[config.mk]
export PLATFORM = sky130hd
export DESIGN_NAME = iis_tx_arbiter
export DESIGN_NICKNAME = d
export VERILOG_FILES = /design/src/rtl/iis_tx_arbiter.sv
export SDC_FILE = /design/constraint.sdc
export NUM_CORES = 1
export LEC_CHECK = 0
export BUFFER_PORTS_ARGS = -buffer_cell sky130_fd_sc_hd__buf_2
export CORE_ASPECT_RATIO = 2
export CORE_MARGIN = 2
export CORE_UTILIZATION = 40
export DETAILED_ROUTE_END_ITERATION = 10
export PLACE_DENSITY = 0.93
export SYNTH_ARGS = -nofsm -noshare
export SYNTH_HDL_FRONTEND = slang
export SYNTH_SLANG_ARGS = --single-unit
[constraint.sdc]
create_clock -name pclk -period 6.1 [get_ports pclk]
set_clock_uncertainty 0.2 [all_clocks]
set_input_delay 0.305 -clock pclk [delete_from_list [all_inputs] [get_ports pclk]]
set_output_delay 0.305 -clock pclk [all_outputs]
set_load 0.05 [all_outputs]
[src/rtl/iis_tx_arbiter.sv]
`default_nettype none
// ============================================================================
// Module   : iis_tx_arbiter
// Brief    : Round-robin burst arbiter sharing the IIS TX FIFO write port
//            between two producers. Optional per-channel sent-sample counters
//            are built when IIS_ARB_CNT_EN is defined.
// Revision : 1.0 - initial release
// ============================================================================
module iis_tx_arbiter #(
    parameter int DATA_W = 16,
    parameter int BURST  = 8,
    parameter int CNT_W  = 32
) (
    input  logic              pclk,
    input  logic              preset,
    input  logic              enable,
    input  logic              req0_valid,
    input  logic [DATA_W-1:0] req0_data,
    output logic              req0_ready,
    input  logic              req1_valid,
    input  logic [DATA_W-1:0] req1_data,
    output logic              req1_ready,
    input  logic              fifo_full,
    output logic              fifo_wren,
    output logic [DATA_W-1:0] fifo_din,
    output logic [1:0]        grant,
    output logic              busy,
    input  logic              clr_cnt,
    output logic [CNT_W-1:0]  sent0,
    output logic [CNT_W-1:0]  sent1
);

    typedef enum logic [1:0] {
        ST_IDLE = 2'd0,
        ST_GNT0 = 2'd1,
        ST_GNT1 = 2'd2
    } state_t;

    localparam logic [7:0] C_BURST_LAST = 8'(BURST - 1);

    state_t     r_state, w_state_nxt;
    logic       r_last,  w_last_nxt;
    logic [7:0] r_bcnt,  w_bcnt_nxt;

    logic w_in_gnt;
    logic w_cur;
    logic w_cur_valid;
    logic w_oth_valid;
    logic w_accept;
    logic w_xfer;
    logic w_end;

    always_ff @(posedge pclk) begin
        if (preset) begin
            r_state <= ST_IDLE;
            r_last  <= 1'b1;
            r_bcnt  <= 8'd0;
        end else begin
            r_state <= w_state_nxt;
            r_last  <= w_last_nxt;
            r_bcnt  <= w_bcnt_nxt;
        end
    end

    // Outputs are forced to their reset values while preset is high so a
    // write presented in the reset cycle never reaches the FIFO.
    always_comb begin
        w_in_gnt    = (r_state == ST_GNT0) || (r_state == ST_GNT1);
        w_cur       = (r_state == ST_GNT1);
        w_cur_valid = w_cur ? req1_valid : req0_valid;
        w_oth_valid = w_cur ? req0_valid : req1_valid;
        w_accept    = w_in_gnt & enable & ~fifo_full & ~preset;
        w_xfer      = w_accept & w_cur_valid;
        w_end       = ~w_cur_valid | (w_xfer & (r_bcnt == C_BURST_LAST));

        req0_ready  = w_accept & (r_state == ST_GNT0);
        req1_ready  = w_accept & (r_state == ST_GNT1);
        fifo_wren   = w_xfer;
        fifo_din    = '0;
        if (w_in_gnt && !preset) begin
            fifo_din = w_cur ? req1_data : req0_data;
        end
        grant       = preset ? 2'b00
                             : {r_state == ST_GNT1, r_state == ST_GNT0};
        busy        = ~preset & (r_state != ST_IDLE);
    end

    always_comb begin
        w_state_nxt = r_state;
        w_last_nxt  = r_last;
        w_bcnt_nxt  = r_bcnt;
        if (!enable) begin
            w_state_nxt = ST_IDLE;
            w_bcnt_nxt  = 8'd0;
        end else begin
            case (r_state)
                ST_IDLE: begin
                    if (req0_valid && req1_valid) begin
                        w_state_nxt = r_last ? ST_GNT0 : ST_GNT1;
                    end else if (req0_valid) begin
                        w_state_nxt = ST_GNT0;
                    end else if (req1_valid) begin
                        w_state_nxt = ST_GNT1;
                    end
                end
                ST_GNT0, ST_GNT1: begin
                    if (w_end) begin
                        w_last_nxt = w_cur;
                        w_bcnt_nxt = 8'd0;
                        // Other channel first; otherwise a fresh burst for
                        // the same channel if it still has data.
                        if (w_oth_valid) begin
                            w_state_nxt = w_cur ? ST_GNT0 : ST_GNT1;
                        end else if (w_cur_valid) begin
                            w_state_nxt = r_state;
                        end else begin
                            w_state_nxt = ST_IDLE;
                        end
                    end else if (w_xfer) begin
                        w_bcnt_nxt = r_bcnt + 8'd1;
                    end
                end
                default: begin
                    w_state_nxt = ST_IDLE;
                    w_bcnt_nxt  = 8'd0;
                end
            endcase
        end
    end

`ifdef IIS_ARB_CNT_EN
    logic [CNT_W-1:0] r_sent0;
    logic [CNT_W-1:0] r_sent1;

    // Clear wins over a same-cycle transfer.
    always_ff @(posedge pclk) begin
        if (preset || clr_cnt) begin
            r_sent0 <= '0;
            r_sent1 <= '0;
        end else begin
            if (w_xfer && !w_cur) begin
                r_sent0 <= r_sent0 + CNT_W'(1);
            end
            if (w_xfer && w_cur) begin
                r_sent1 <= r_sent1 + CNT_W'(1);
            end
        end
    end

    assign sent0 = r_sent0;
    assign sent1 = r_sent1;
`else
    logic w_unused_clr;
    assign w_unused_clr = clr_cnt;
    assign sent0        = '0;
    assign sent1        = '0;
`endif

endmodule
`default_nettype wire

Word level (Yosys, flattened, before mapping) --
Index checks and enable logic that the tools add are counted. W data, S select, Z words.
Word-level totals: bits in registers 11, bits of input ports 39, output and inout bits 86
Operators by class: add/sub/neg operators 1, equal/unequal tests 7, mux-type cells 17, bitwise operators 14, reductions and logical operators 11
Operator list (number):
- $mux W16 | 2
- $mux W2 | 9
- $mux W8 | 2
- $pmux W8 S2 | 1
- $add A8 B1 Y8 const B | 1
- $and A1 B1 Y1 | 8
- $eq A8 B3 Y1 const B | 1
- $ne A3 B3 Y1 const B | 2
- $reduce_and A3 Y1 | 2
- $not A1 Y1 | 5
- $ne A4 B4 Y1 const B | 1
- $pmux W2 S2 | 1
- $reduce_or A2 Y1 | 2
- $eq A2 B1 Y1 const B | 1
- $eq A2 B2 Y1 const B | 1
- $logic_and A1 B1 Y1 | 2
- $logic_not A2 Y1 | 1
- $mux W1 | 2
- $ne A2 B2 Y1 const B | 1
- $reduce_and A2 Y1 | 1
- $reduce_bool A2 Y1 | 1
- $logic_not A1 Y1 | 1
- $logic_or A1 B1 Y1 | 1
- $or A1 B1 Y1 | 1

Logic depth before layout (Yosys ltp) --
depth after elaboration 10, gate-level depth with buffers 8, depth with buffers taken out 6

Worst setup path before layout --
No wires, ideal clock.
path type flip-flop to output port, from reg r_state[0], to out fifo_din[0], arrival 1.935 ns, path slack 3.660 ns, cell stages (with the launch flop) 8, buffers on the path 3, cells stage by stage dfxtp_1 -> inv_1 -> ha_1 -> buf_2 -> buf_2 -> buf_2 -> mux2i_1 -> nor2_1
On the way: cells in the longest elaborated chain, start to end 4
Ends and longest elaborated chain:
- from (decl) | line 41 | state_t r_state, w_state_nxt;
- from (signal assigned) | line 59 | r_state <= w_state_nxt;
- $eq A2 B2 Y1 * | line 69 | w_cur = (r_state == ST_GNT1);
- via w_cur | line 46 | logic w_cur;
- $logic_or A1 B1 Y1 | line 68 | w_in_gnt = (r_state == ST_GNT0) || (r_state == ST_GNT1);
- $logic_and A1 B1 Y1 | line 80 | if (w_in_gnt && !preset) begin
- $mux W16 * | line 80
- to (decl) | line 25 | output logic [DATA_W-1:0] fifo_din,
Mark *: on every way through the listed nets, which the timed path passes. The rest lies on a longest branch.

Worst setup path in the final report --
from reg r_state[0], to reg r_bcnt[5]
On the way: cells in the longest elaborated chain, start to end 10
Ends and longest elaborated chain:
- $eq A2 B2 Y1 * | line 69
- via w_cur | line 46
- $logic_or A1 B1 Y1 | line 68
- $and A1 B1 Y1 (3 in a row) | line 72 | w_accept = w_in_gnt & enable & ~fifo_full & ~preset;
- $and A1 B1 Y1 | line 73 | w_xfer = w_accept & w_cur_valid;
- $and A1 B1 Y1 | line 74 | w_end = ~w_cur_valid | (w_xfer & (r_bcnt == C_BURST_LAST));
- $or A1 B1 Y1 | line 74
- $mux W8 or $ne A3 B3 Y1 (tied branches)
- $pmux W8 S2 or $reduce_and A2 Y1 (tied branches)
- to (signal assigned) | line 61 | r_bcnt <= w_bcnt_nxt;
- to (decl) | line 43 | logic [7:0] r_bcnt, w_bcnt_nxt;
Marked as above. A chain may end at the register's enable or synchronous reset.

==> key figures <==
Status
  • Status: finished clean

STA
  • Final Hold Fails: 0
  • Setup_tns: 0 ns
  • Final setup vio count: 0
  • Max Clk Rate: 391.2 MHz
  • Crit path time final: 2.556 ns
  • Final worst slack: 3.544 ns
  • Worst Tran Pin Value: 0.5749 ns
  • RSZ-0062 raised after global routing: false
  • Slew headroom: 0.6142
  • Worst Hold Margin: 0.1921 ns
  • Crit share post-route: 0.4191
  • Max Slew Vio Count: 0

Placement
  • DP HPWL: 2.553 mm
  • Setup WS pre-CTS: 3.551 ns
  • GP Congestion: 0.8019
  • IO buf count: 59

Synthesis
  • Synth area leaders: buf_4 (33%), dfxtp_1 (15%), mux2i_1 (14%)
  • Post-synthesis simple-gate area fraction: 0.1866
  • Post-synth top flop: dfxtp_1
  • Mux contribution to synthesized area: 0.1459
  • Async SR Flop Fraction: 0
  • Count leader, synth: buf_4
  • Synth unique cells: 38
  • Number of flops mapped to enable cells by yosys: 0
  • Cell Area, Synth: 1475 µm²
  • Most area-hungry cell type in the Yosys netlist: buf_4
  • Sequential fraction of the synthesis area: 0.1493
  • Adder-cell share of the synthesized area: 0.04241
  • Synth cell count leaders: buf_4 (64), mux2i_1 (20), nor2_1 (20), dfxtp_1 (11), a21oi_1 (7)
  • #FFs+latches synth: 11
  • Synthesized instance count: 189
  • XOR/XNOR Fraction of Synth Area: 0.005937
  • YS warnings: 0
  • Mean post-synth cell area: 7.805 µm²
  • Combinational family with the most area after synthesis: buffers and inverters
  • Synth Area in Compound Gates: 0.1060
  • Yosys top cell area share: 0.3257

Finish
  • Antenna cells: 0
  • Layout cell share with drive strength beyond 1: 0.2683
  • # fillers: 378
  • Total Nets Final: 291
  • Syn-to-layout area delta: 8.906%

CTS
  • CTS clk-pin slew, worst paths: 0.05 ns
  • CTS resizes: 0
  • Clock Path Buffers: 2
  • Clk_lat worst skew: 0.24 ns
  • Hold-fix buffers, CTS: 0
  • CTS Sinks: 11
  • CTS tree: yes
  • Root Buffer: clkbuf_8
  • Post-CTS setup buffers: 0
  • H-tree levels: 1
  • CTS buffer count: 3

Worst setup path
  • Worst Setup Path Type: reg2reg
  • Worst setup SP type: register
  • Required time of the critical path: 6.06 ns
  • Worst EP arrival: 2.52 ns
  • Max Fanout on Critical Path: 24
  • R2r worst-path depth: 7
  • Crit end category: register

Drt
  • First drt pass iteration count: 4
  • Vias: 1275
  • Final ANT Viol Nets: 0
  • Post-DR wirelength/cell: 10.09 µm
  • Final WL: 2.978 mm
  • Number of remaining DRC errors: 0
  • Initial DRC Count: 28
  • Via-to-Cell Ratio: 4.322

Floorplanning
  • Core Rows: 31
  • Boundary pin count: 125
  • Initial Utilization: 0.4134
  • Die area: 4219 µm²
  • Chip Width: 46.94 µm
  • Placeable Area: 3568 µm²
  • DIE HEIGHT: 89.88 µm

Global route
  • Gr ovfl total: 0
  • Vias in the first global route: 1093
  • Gr usage total: 0.1358
  • Largest net degree at the start of global routing: 25
  • First-pass GRT wire length: 4.360 mm
  • Initial antenna violation count: 0

Power
  • Worst vdd rail ir drop: 85.53 µV
  • Leakage: 0.8198 nW
  • Total power density per cell area: 189.8 nW/µm²

Hold path
  • Tightest Hold Check Type: in2reg
  • Hold Crit Depth: 3

Flow run
  • Max Cap Viol: 0
[cell families after synthesis]
| family | after synthesis |
|---|---|
| other | 1 |
| muxes | 21 |
| AOI/OAI and AO/OA | 24 |
| buffers and inverters | 75 |
| adders and majority gates | 5 |
| xor gates and xnor gates | 1 |
| and+or+nand+nor | 51 |
| DFF | 11 |
[per-layer routing]
layer / routed length [µm] / up-vias / GRT usage
met4: 59 / 0 / 0.05556
met5: 0 / - / 0
met2: 1657 / 79 / 0.2705
met3: 256 / 6 / 0.02008
met1: 1004 / 562 / 0.1148
li1: - / 628 / -
[critical path: stages, from the launching register on]
cell and delay [ns]:
dfxtp_1 0.33, inv_1 0.08, ha_1 0.14, buf_4 0.32
mux2_4 0.34, a31o_1 0.36, or4_1 0.55, a21oi_1 0.15
[layout by cell type (no fill, tap or decap), types with 3 or more instances in the layout]
cell type and n:
a21oi_1 7, buf_2 59, inv_1 5, or4_1 3
o31ai_1 3, nand2b_1 4, or3_1 3, ha_1 5
nor2_1 20, clkbuf_8 3, conb_1 64, nand2_1 5
o21ai_1 5, mux2i_1 20, and2_1 3, dfxtp_1 11
[state kept, by name, indices dropped and copies added, names as in the netlist]
| signal | cells |
|---|---|
| r_last | 1 |
| r_bcnt | 8 |
| r_state | 2 |
[area by class of cell]
cell class,count,area [µm²],area share
sequential,11,220.2,0.1371
timing repair buffer,60,302.8,0.1885
inverter,5,18.77,0.01168
multi-input combinational,166,958.4,0.5966
clock buffer,4,45.04,0.02804
tap,49,61.31,0.03816
[worst paths after layout]
| kind | startpoint | endpoint | slack [ns] |
|---|---|---|---|
| worst min register to register | r_bcnt[7]$_SDFFE_PP0P_ | r_bcnt[7]$_SDFFE_PP0P_ | 0.29 |
| worst min-delay path | req0_valid | r_state[0]$_SDFFE_PP0P_ | 0.19 |
| worst max-delay path | r_state[0]$_SDFFE_PP0P_ | r_bcnt[5]$_SDFFE_PP0P_ | 3.54 |
| worst max register to register | r_state[0]$_SDFFE_PP0P_ | r_bcnt[5]$_SDFFE_PP0P_ | 3.54 |
[metrics by stage]
stage | cell area (µm²) | power [mW] | std cells | utilization
after floorplan | 1712 | 0.2445 | 252 | -
after global placement | 1562 | 0.2318 | 291 | 0.4376
after detailed placement | 1562 | 0.2338 | 291 | 0.4376
after CTS | 1607 | 0.3067 | 295 | 0.4502
after global routing | 1607 | 0.3203 | 295 | 0.4502
final | 1607 | 0.3050 | 295 | 0.4502
[power by group]
group / internal [mW] / switching, mW / total [mW] / leakage (nW)
clock network: 0.0458 / 0.0260 / 0.0718 / 0.0228
logic: 0.0279 / 0.131 / 0.159 / 0.708
registers: 0.0734 / 0.00125 / 0.0746 / 0.0889
Note: power is estimated with default switching activity, not from simulation.
